===== config.mk =====
export PLATFORM = sky130hd
export DESIGN_NAME = p_decoder_pipe
export DESIGN_NICKNAME = d
export VERILOG_FILES = /design/src/rtl/p_decoder_pkg.sv /design/src/rtl/p_decoder_comb.sv /design/src/rtl/p_decoder_pipe.sv
export SDC_FILE = /design/constraint.sdc
export NUM_CORES = 1
export LEC_CHECK = 0
export ABC_AREA = 0
export BUFFER_PORTS_ARGS = -buffer_cell sky130_fd_sc_hd__buf_2
export CAP_MARGIN = 20
export CORE_MARGIN = 8
export CORE_UTILIZATION = 30
export CTS_CLUSTER_DIAMETER = 100
export DETAILED_ROUTE_END_ITERATION = 16
export GPL_TIMING_DRIVEN = 0
export MAX_ROUTING_LAYER = met4
export PLACE_DENSITY_LB_ADDON = 0.25
export RECOVER_POWER = 100
export SYNTH_ARGS = -nofsm -noshare
export SYNTH_HDL_FRONTEND = slang
export SYNTH_HIERARCHICAL = 1
export SYNTH_SLANG_ARGS = --single-unit

===== constraint.sdc =====
create_clock -name clk -period 2.7 [get_ports clk]
set_input_delay 0.27 -clock clk [delete_from_list [all_inputs] [get_ports clk]]
set_output_delay 0.27 -clock clk [all_outputs]
set_load 0.05 [all_outputs]

===== src/rtl/p_decoder_pkg.sv =====
// Shared constants for the priority decoder pipeline: index width helper and
// the default one-hot seed.
package p_decoder_pkg;

   localparam int unsigned DEF_BW = 8;

   function automatic int unsigned idx_w(input int unsigned bw);
      return (bw < 2) ? 1 : $clog2(bw);
   endfunction

   localparam int unsigned        DEF_IW         = idx_w(DEF_BW);
   localparam logic [DEF_BW-1:0]  DEF_ONEHOT_LSB = DEF_BW'(1);

endpackage


===== src/rtl/p_decoder_comb.sv =====
// Combinational index-to-one-hot decoder; exact inverse of the priority encoder.
// The zero flag outranks the index, and an out-of-range index flags an error.
module p_decoder_comb
   import p_decoder_pkg::*;
#(
   parameter  int unsigned BW = DEF_BW,
   localparam int unsigned IW = idx_w(BW)
) (
   input  logic [IW-1:0] idx_i,
   input  logic          zero_i,
   output logic [BW-1:0] onehot_o,
   output logic          err_o
);

   localparam logic [BW-1:0] ONEHOT_LSB = BW'(1);

   logic in_range;
   assign in_range = 32'(idx_i) < BW;

   always_comb begin
      onehot_o = '0;
      err_o    = 1'b0;
      if (!zero_i) begin
         if (in_range) onehot_o = ONEHOT_LSB << idx_i;
         else          err_o    = 1'b1;
      end
   end

endmodule


===== src/rtl/p_decoder_pipe.sv =====
// Two-stage valid/ready pipeline around p_decoder_comb. S1 holds the raw index,
// S2 holds the decoded result and drives the outputs directly.
module p_decoder_pipe
   import p_decoder_pkg::*;
#(
   parameter  int unsigned BW = DEF_BW,
   localparam int unsigned IW = idx_w(BW)
) (
   input  logic          clk,
   input  logic          rst_n,
   input  logic          in_valid,
   output logic          in_ready,
   input  logic [IW-1:0] in_idx,
   input  logic          in_zero,
   output logic          out_valid,
   input  logic          out_ready,
   output logic [BW-1:0] out_onehot,
   output logic          out_err
);

   logic          v1_q, v1_d, v2_q, v2_d;
   logic [IW-1:0] idx_q, idx_d;
   logic          zero_q, zero_d;
   logic [BW-1:0] oh_q, oh_d;
   logic          err_q, err_d;
   logic [BW-1:0] dec_oh;
   logic          dec_err;
   logic          ready1, ready2;

   // An empty stage always accepts, so bubbles collapse under backpressure.
   assign ready2   = !v2_q | out_ready;
   assign ready1   = !v1_q | ready2;
   assign in_ready = ready1;

   p_decoder_comb #(.BW(BW)) u_dec (
      .idx_i    (idx_q),
      .zero_i   (zero_q),
      .onehot_o (dec_oh),
      .err_o    (dec_err)
   );

   always_comb begin
      v1_d   = v1_q;
      idx_d  = idx_q;
      zero_d = zero_q;
      v2_d   = v2_q;
      oh_d   = oh_q;
      err_d  = err_q;
      if (ready2) begin
         v2_d = v1_q;
         if (v1_q) begin
            oh_d  = dec_oh;
            err_d = dec_err;
         end
      end
      if (ready1) begin
         v1_d = in_valid;
         if (in_valid) begin
            idx_d  = in_idx;
            zero_d = in_zero;
         end
      end
   end

   always_ff @(posedge clk) begin
      if (!rst_n) begin
         v1_q   <= 1'b0;
         idx_q  <= '0;
         zero_q <= 1'b0;
         v2_q   <= 1'b0;
         oh_q   <= '0;
         err_q  <= 1'b0;
      end else begin
         v1_q   <= v1_d;
         idx_q  <= idx_d;
         zero_q <= zero_d;
         v2_q   <= v2_d;
         oh_q   <= oh_d;
         err_q  <= err_d;
      end
   end

   assign out_valid  = v2_q;
   assign out_onehot = oh_q;
   assign out_err    = err_q;

endmodule


==> flow_summary_export.csv, run 1 <==
group,metric,value,unit
synthesis,yosysWarningCount,6,
worst_setup_path,cpMostUsedCell,"clkbuf_1",
final_layout,nNetsFinal,107,
floorplanning,rows,17,
floorplanning,die_x,64.9,um
clocking,cts.sinks,15,
worst_setup_path,crit_path_start,"out_valid",
clocking,cts_setup_buffers,0,
timing,tightest_slew,764,ps
worst_setup_path,slowest_delay,350,ps
synthesis,synth_fp_nets,85,
detailed_routing,wl,1.49,mm
synthesis,synthDistinctLibCells,21,
pwr,max-vdd-ir-drop,272,uV
clocking,cts_resized,0,
worst_setup_path,cp-end-kind,"primary output",
final_layout,syn_to_final_growth,15.9,%
timing,setup_tns,0,ps
pwr,pwr-share-seq,0.573,
min_path,min_from,"in_idx[0]",
pwr,p_leak,0.305,nW
clocking,hold_buffers,0,
timing,finalHoldViolCount,0,
floorplanning,start_util,0.321,
synthesis,seq_area_frac_synth,0.419,
global_routing,grt_overflow_total,0,
global_routing,grt_pass1_vias,608,
timing,min_period,1830,ps
clocking,htreeDepth,1,
worst_setup_path,path_cells,"nor2b_1 > clkbuf_1 > nand2_1 > clkbuf_1",
floorplanning,dieArea,4210,um2
clocking,clock_path_buffers,2,
global_routing,grt_pass1_wl,2.68,mm
clocking,clockRootBuffer,"clkbuf_4",
worst_setup_path,path_max_fanout,10,
floorplanning,coreArea,2230,um2
synthesis,ys_ff_latch,15,
worst_setup_path,r2r-start,"out_valid",
place,io_buffers,17,
pwr,switching_share,0.260,
place,place_congestion,0.666,
synthesis,syn_area_per_cell,9.31,um2
final_layout,final_common_cell,"dfxtp_1",
clocking,cts_made_buffers,3,
detailed_routing,via_per_inst,4.71,
clocking,cts_tree,"yes",
pwr,clkPwrFrac,0.290,
global_routing,antenna_found_initial,0,
place,place_area,837,um2
worst_setup_path,crit_path_start_kind,"flop",
status,status,"finished clean",
clocking,clk_latency,270,ps
detailed_routing,vias,594,
worst_setup_path,cp.arrival,1560,ps
timing,final-max-slew-violation-count,0,
timing,fmax,546,MHz
detailed_routing,drtPass1Iterations,4,
final_layout,drive_above_1_share,0.184,
timing,skew,1.41,ps
pwr,p_switching,0.108,mW
synthesis,netlist_area,717,um2
worst_setup_path,crit_required,2430,ps
pwr,comb_power_share,0.137,
final_layout,layout_common_cells,"15 x dfxtp_1, 13 x clkbuf_1, 9 x nand2_1, 9 x nand3_1, 9 x o21ai_0",
final_layout,diodes,0,
timing,max_slew_margin,0.486,
job,maxCapViolCount,0,
timing,finalCritPeriodShare,0.678,
worst_setup_path,crit_type,"reg2out",
synthesis,synth_cells,77,
clocking,clk_pin_slew,80,ps
detailed_routing,drc,0,
floorplanning,io_pins,19,
pwr,powerDensity,503,nW/um2
final_layout,final_area,831,um2
min_path,hp-class,"in2reg",
timing,rsz0062_at_grt,"false",
final_layout,nFillCells,250,
global_routing,grt_max_degree,11,
detailed_routing,drt_first_iter_violations,11,
worst_setup_path,cp_slowest_cell,"dfxtp_1",
pwr,p_int,0.309,mW
floorplanning,fp.dieH,64.9,um
global_routing,grt.total_usage,0.0817,
detailed_routing,drtAntennaViolNets,0,
timing,finalSetupViolCount,0,
detailed_routing,routedWlPerCell,11.9,um
## sequential cells by signal, indices dropped and copies added (netlist names)
signal,cells
out_onehot,8
idx_q,3
out_err,1
out_valid,1
v1_q,1
zero_q,1
## synth_stat cells (all sizes together)
master	number	area, um2
o21ai	9	45.0
conb	1	3.75
inv	1	3.75
a21boi	11	86.3
nand2b	1	6.26
nor4	1	6.26
buf	6	46.3
a21oi	1	5.00
mux2i	4	40.0
and4bb	3	37.5
nand2	9	33.8
nand3	9	45.0
nor2b	2	20.0
and4b	1	11.3
nor4b	3	26.3
dfxtp	15	300
## worst max-delay path, delay by kind of cell (launching register included)
kind	cells	cell delay [ps]
buf+inv	2	640
flops	1	350
simple gates	2	300
## final cells by class
type | count | area (um2) | share of cell area
multi-input combinational | 55 | 355 | 0.428
tap | 28 | 35.0 | 0.0422
buffer | 6 | 38.8 | 0.0467
inverter | 1 | 3.75 | 0.00452
timing repair buffer | 17 | 71.3 | 0.0858
clock buffer | 4 | 26.3 | 0.0316
sequential | 15 | 300 | 0.361
## worst paths after layout
| path | cells after the start | slack [ps] | end |
|---|---|---|---|
| worst max-delay path | 4 | 870 | in_ready |
| worst min-delay path | 3 | 230 | idx_q[0] |
| worst max register to register | 3 | 1280 | idx_q[2] |
| worst min register to register | 2 | 480 | out_err |
## through the flow
stage | power (mW) | utilization | hold slack (ps) | setup WS (ps) | std cells
after CTS | 0.431 | 0.387 | 228 | 1190 | 126
after detailed placement | 0.307 | 0.375 | 461 | 1480 | 122
after global placement | 0.305 | 0.375 | 460 | 1500 | 122
after floorplan | 0.289 | - | 409 | 1120 | 77
after global routing | 0.451 | 0.372 | 223 | 672 | 126
final | 0.417 | 0.372 | 235 | 870 | 126
## routing by layer
metal  part of all wire  routed length, um  track usage
met5                  0                  0            -
met4              0.011                 16       0.0545
met3              0.023                 35       0.0223
met2               0.48                718        0.125
met1               0.48                724       0.0909
## power by group through the flow
stage | Sequential [mW] | Combinational [mW] | Clock (mW)
after floorplan | 0.255 | 0.0342 | 0
after global placement | 0.244 | 0.0612 | 0
after detailed placement | 0.244 | 0.0624 | 0
after CTS | 0.239 | 0.0624 | 0.129
after global routing | 0.242 | 0.0634 | 0.146
final | 0.239 | 0.0574 | 0.121
## kinds of logic after synthesis
logic type / count (synthesis) / share of synthesized area
AOI/OAI and AO/OA: 21 / 0.190
DFF: 15 / 0.419
muxes: 4 / 0.0558
other: 1 / 0.00523
and+or+nand+nor: 29 / 0.260
buffers and inverters: 7 / 0.0698
Power figures use the tool's default switching activity.
==> run 2, diff against run 1 <==
--- a/config.mk
+++ b/config.mk
@@ -5,7 +5,7 @@
 export SDC_FILE = /design/constraint.sdc
 export NUM_CORES = 1
 export LEC_CHECK = 0
-export ABC_AREA = 0
+export ABC_AREA = 1
 export BUFFER_PORTS_ARGS = -buffer_cell sky130_fd_sc_hd__buf_2
 export CAP_MARGIN = 20
 export CORE_MARGIN = 8
==> constraint.sdc (replaced) <==
create_clock -name clk -period 1.49 [get_ports clk]
set_input_delay 0.149 -clock clk [delete_from_list [all_inputs] [get_ports clk]]
set_output_delay 0.149 -clock clk [all_outputs]
set_load 0.05 [all_outputs]
==> run 2 against run 1 <==
Largest power group unchanged. Clock-buffer cell count stayed put. Total power is 110% higher. Utilization is 0.62 points higher. Critical endpoint unchanged. First-iteration DRC count is 27% lower.
==> flow_summary_export.csv, run 2 <==
group,metric,value,unit
synthesis,seq_area_frac_synth,0.422,
clocking,cts_resized,0,
place,io_buffers,17,
synthesis,syn_area_per_cell,6.91,um2
floorplanning,coreArea,2230,um2
timing,finalSetupViolCount,0,
floorplanning,io_pins,19,
worst_setup_path,slowest_delay,320,ps
synthesis,synth_fp_nets,111,
synthesis,synth_edf_count,0,
pwr,pwr-share-seq,0.515,
global_routing,grt_max_degree,11,
min_path,hp-class,"in2reg",
timing,rsz0062_at_grt,"false",
final_layout,largest_register_ffs,8,
synthesis,yosysTopAreaCell,"dfxtp_1",
clocking,clk_pin_slew,90,ps
synthesis,ys_ff_latch,15,
floorplanning,rows,17,
worst_setup_path,crit_required,1340,ps
synthesis,yosysWarningCount,6,
place,place_congestion,0.689,
synthesis,synth.top_cell.area_share,0.422,
pwr,max-vdd-ir-drop,728,uV
clocking,hold_buffers,0,
worst_setup_path,path_max_fanout,10,
detailed_routing,drc,0,
pwr,powerDensity,1030,nW/um2
final_layout,final_common_cell,"nor2_1",
clocking,clk_latency,280,ps
status,status,"finished clean",
min_path,whs_endpoint,"out_onehot[3]",
synthesis,synth_area_leaders,"dfxtp_1 42%, nor2_1 16%, nand3b_1 9.5%",
final_layout,syn_to_final_growth,18.6,%
synthesis,netlist_area,712,um2
worst_setup_path,cp_num_buf_inv,2,
worst_setup_path,cp_slowest_cell,"dfxtp_1",
clocking,htreeDepth,1,
timing,min_period,1360,ps
global_routing,grt_pass1_wl,2.44,mm
final_layout,finalNonFillerCells,152,
timing,setup_tns,0,ps
synthesis,yosysMostFrequentCell,"nor2_1",
synthesis,synth_commonest_cells,"30 x nor2_1, 17 x nand2_1, 15 x dfxtp_1, 11 x inv_1, 9 x nand3b_1",
pwr,switching_share,0.319,
synthesis,synthDistinctLibCells,15,
worst_setup_path,path_cells,"buf_4 > nand3_4 > clkbuf_2",
worst_setup_path,r2r-end,"out_onehot[5]",
pwr,comb_power_share,0.227,
worst_setup_path,reg2regPathDepth,4,
timing,finalCritPeriodShare,0.911,
worst_setup_path,cp-end-kind,"primary output",
floorplanning,die_x,64.7,um
worst_setup_path,crit_family,"buffers and inverters",
final_layout,nFillCells,269,
worst_setup_path,reg2reg_slack,460,ps
synthesis,yosys_most_used_dff,"dfxtp_1",
timing,tightest_slew,600,ps
timing,finalHoldViolCount,0,
synthesis,synth_cells,103,
worst_setup_path,crit_type,"reg2out",
place,dp_hpwl,1.10,mm
final_layout,multi_input_comb_area,340,um2
global_routing,antenna_found_initial,0,
pwr,p_leak,0.395,nW
final_layout,drive_above_1_share,0.153,
min_path,whs_path_depth,3,
final_layout,layout_common_cells,"30 x nor2_1, 18 x nand2_1, 15 x dfxtp_1",
global_routing,grt_overflow_total,0,
clocking,cts_tree,"yes",
final_layout,seq_area,300,um2
timing,final-max-slew-violation-count,0,
worst_setup_path,cp.arrival,1210,ps
synthesis,synthArstFlopShare,0,
timing,fmax,736,MHz
min_path,min_from,"rst_n",
timing,skew,6.95,ps
global_routing,grt.total_usage,0.0728,
detailed_routing,drtAntennaViolNets,0,
place,placedCellCount,148,
detailed_routing,routedWlPerCell,9.24,um
pwr,p_switching,0.277,mW
job,maxCapViolCount,0,
clocking,cts.sinks,15,
pwr,clkPwrFrac,0.259,
timing,whs,127,ps
clocking,cts_made_buffers,3,
detailed_routing,wl,1.40,mm
worst_setup_path,r2r-start,"out_valid",
detailed_routing,via_per_inst,4.21,
pwr,p_int,0.590,mW
detailed_routing,drt_first_iter_violations,8,
timing,max_slew_margin,0.602,
detailed_routing,drtPass1Iterations,4,
worst_setup_path,crit_path_start_kind,"flop",
final_layout,nNetsFinal,133,
clocking,cts_setup_buffers,0,
clocking,clock_path_buffers,2,
clocking,clockRootBuffer,"clkbuf_4",
floorplanning,dieArea,4190,um2
final_layout,diodes,0,
detailed_routing,vias,640,
floorplanning,start_util,0.319,
global_routing,grt_pass1_vias,587,
floorplanning,fp.dieH,64.7,um
[run 2: changes by cell type after synthesis, moves of 4 or more]
cell      change
a21boi_1      -9
nand3b_1      +9
inv_1        +10
o21ai_0       -9
a21oi_1       +5
nand2_1       +8
nand3_1       -5
mux2i_1       -4
nor2_1       +30
[run 2: cells by family after synthesis]
logic type	share of synthesized area
flip-flops	0.422
other	0.00527
AO/OA/AOI/OAI	0.0545
AND/OR/NAND/NOR	0.422
buffers and inverters	0.0966
[run 2: worst max-delay path by stage]
stage,start,end,slack [ps],cells after the start
final,v1_q,in_ready,130,3
after global routing,v1_q,in_ready,60,3
after CTS,v1_q,in_ready,130,3
after detailed placement,v1_q,in_ready,450,3
after global placement,v1_q,in_ready,470,3
after floorplan,out_valid,idx_q[0],70,3
[run 2: worst reg2reg max path, cell delays in order, from the launching register on]
cell and delay (ps):
dfxtp_1 430, nand2_1 240, nand3b_1 160, nand2_1 60, nor2_1 80
[run 2: power by group through the flow]
stage | clock network (mW) | registers, mW | logic, mW
2_1_floorplan | 0 | 0.519 | 0.0958
4_1_cts | 0.239 | 0.446 | 0.204
3_5_place_dp | 0 | 0.456 | 0.204
3_3_place_gp | 0 | 0.454 | 0.202
6_report | 0.224 | 0.446 | 0.197
5_1_grt | 0.248 | 0.451 | 0.220
[run 2: area by class of cell]
type,instances,area share
Buffer,4,0.0281
Clock buffer,4,0.0311
Inverter,12,0.0533
Multi-Input combinational cell,72,0.403
Sequential cell,15,0.356
Tap cell,28,0.0415
Timing Repair Buffer,17,0.0874
[run 2: metal layers]
metal / track usage / up-vias / part of all wire
met5: - / - / 0
met4: 0.0163 / 0 / 0.010
met3: 0.0430 / 2 / 0.076
met2: 0.108 / 17 / 0.43
met1: 0.0824 / 265 / 0.49
li1: - / 356 / -
[run 2: metrics by stage]
stage          cell area, um2  power (mW)   util  worst slack (ps)
2_1_floorplan             712       0.615      -              71.2
3_3_place_gp              832       0.656  0.373               467
3_5_place_dp              832       0.660  0.373               447
4_1_cts                   858       0.889  0.384               126
5_1_grt                   845       0.919  0.378              64.2
6_report                  845       0.867  0.378               132
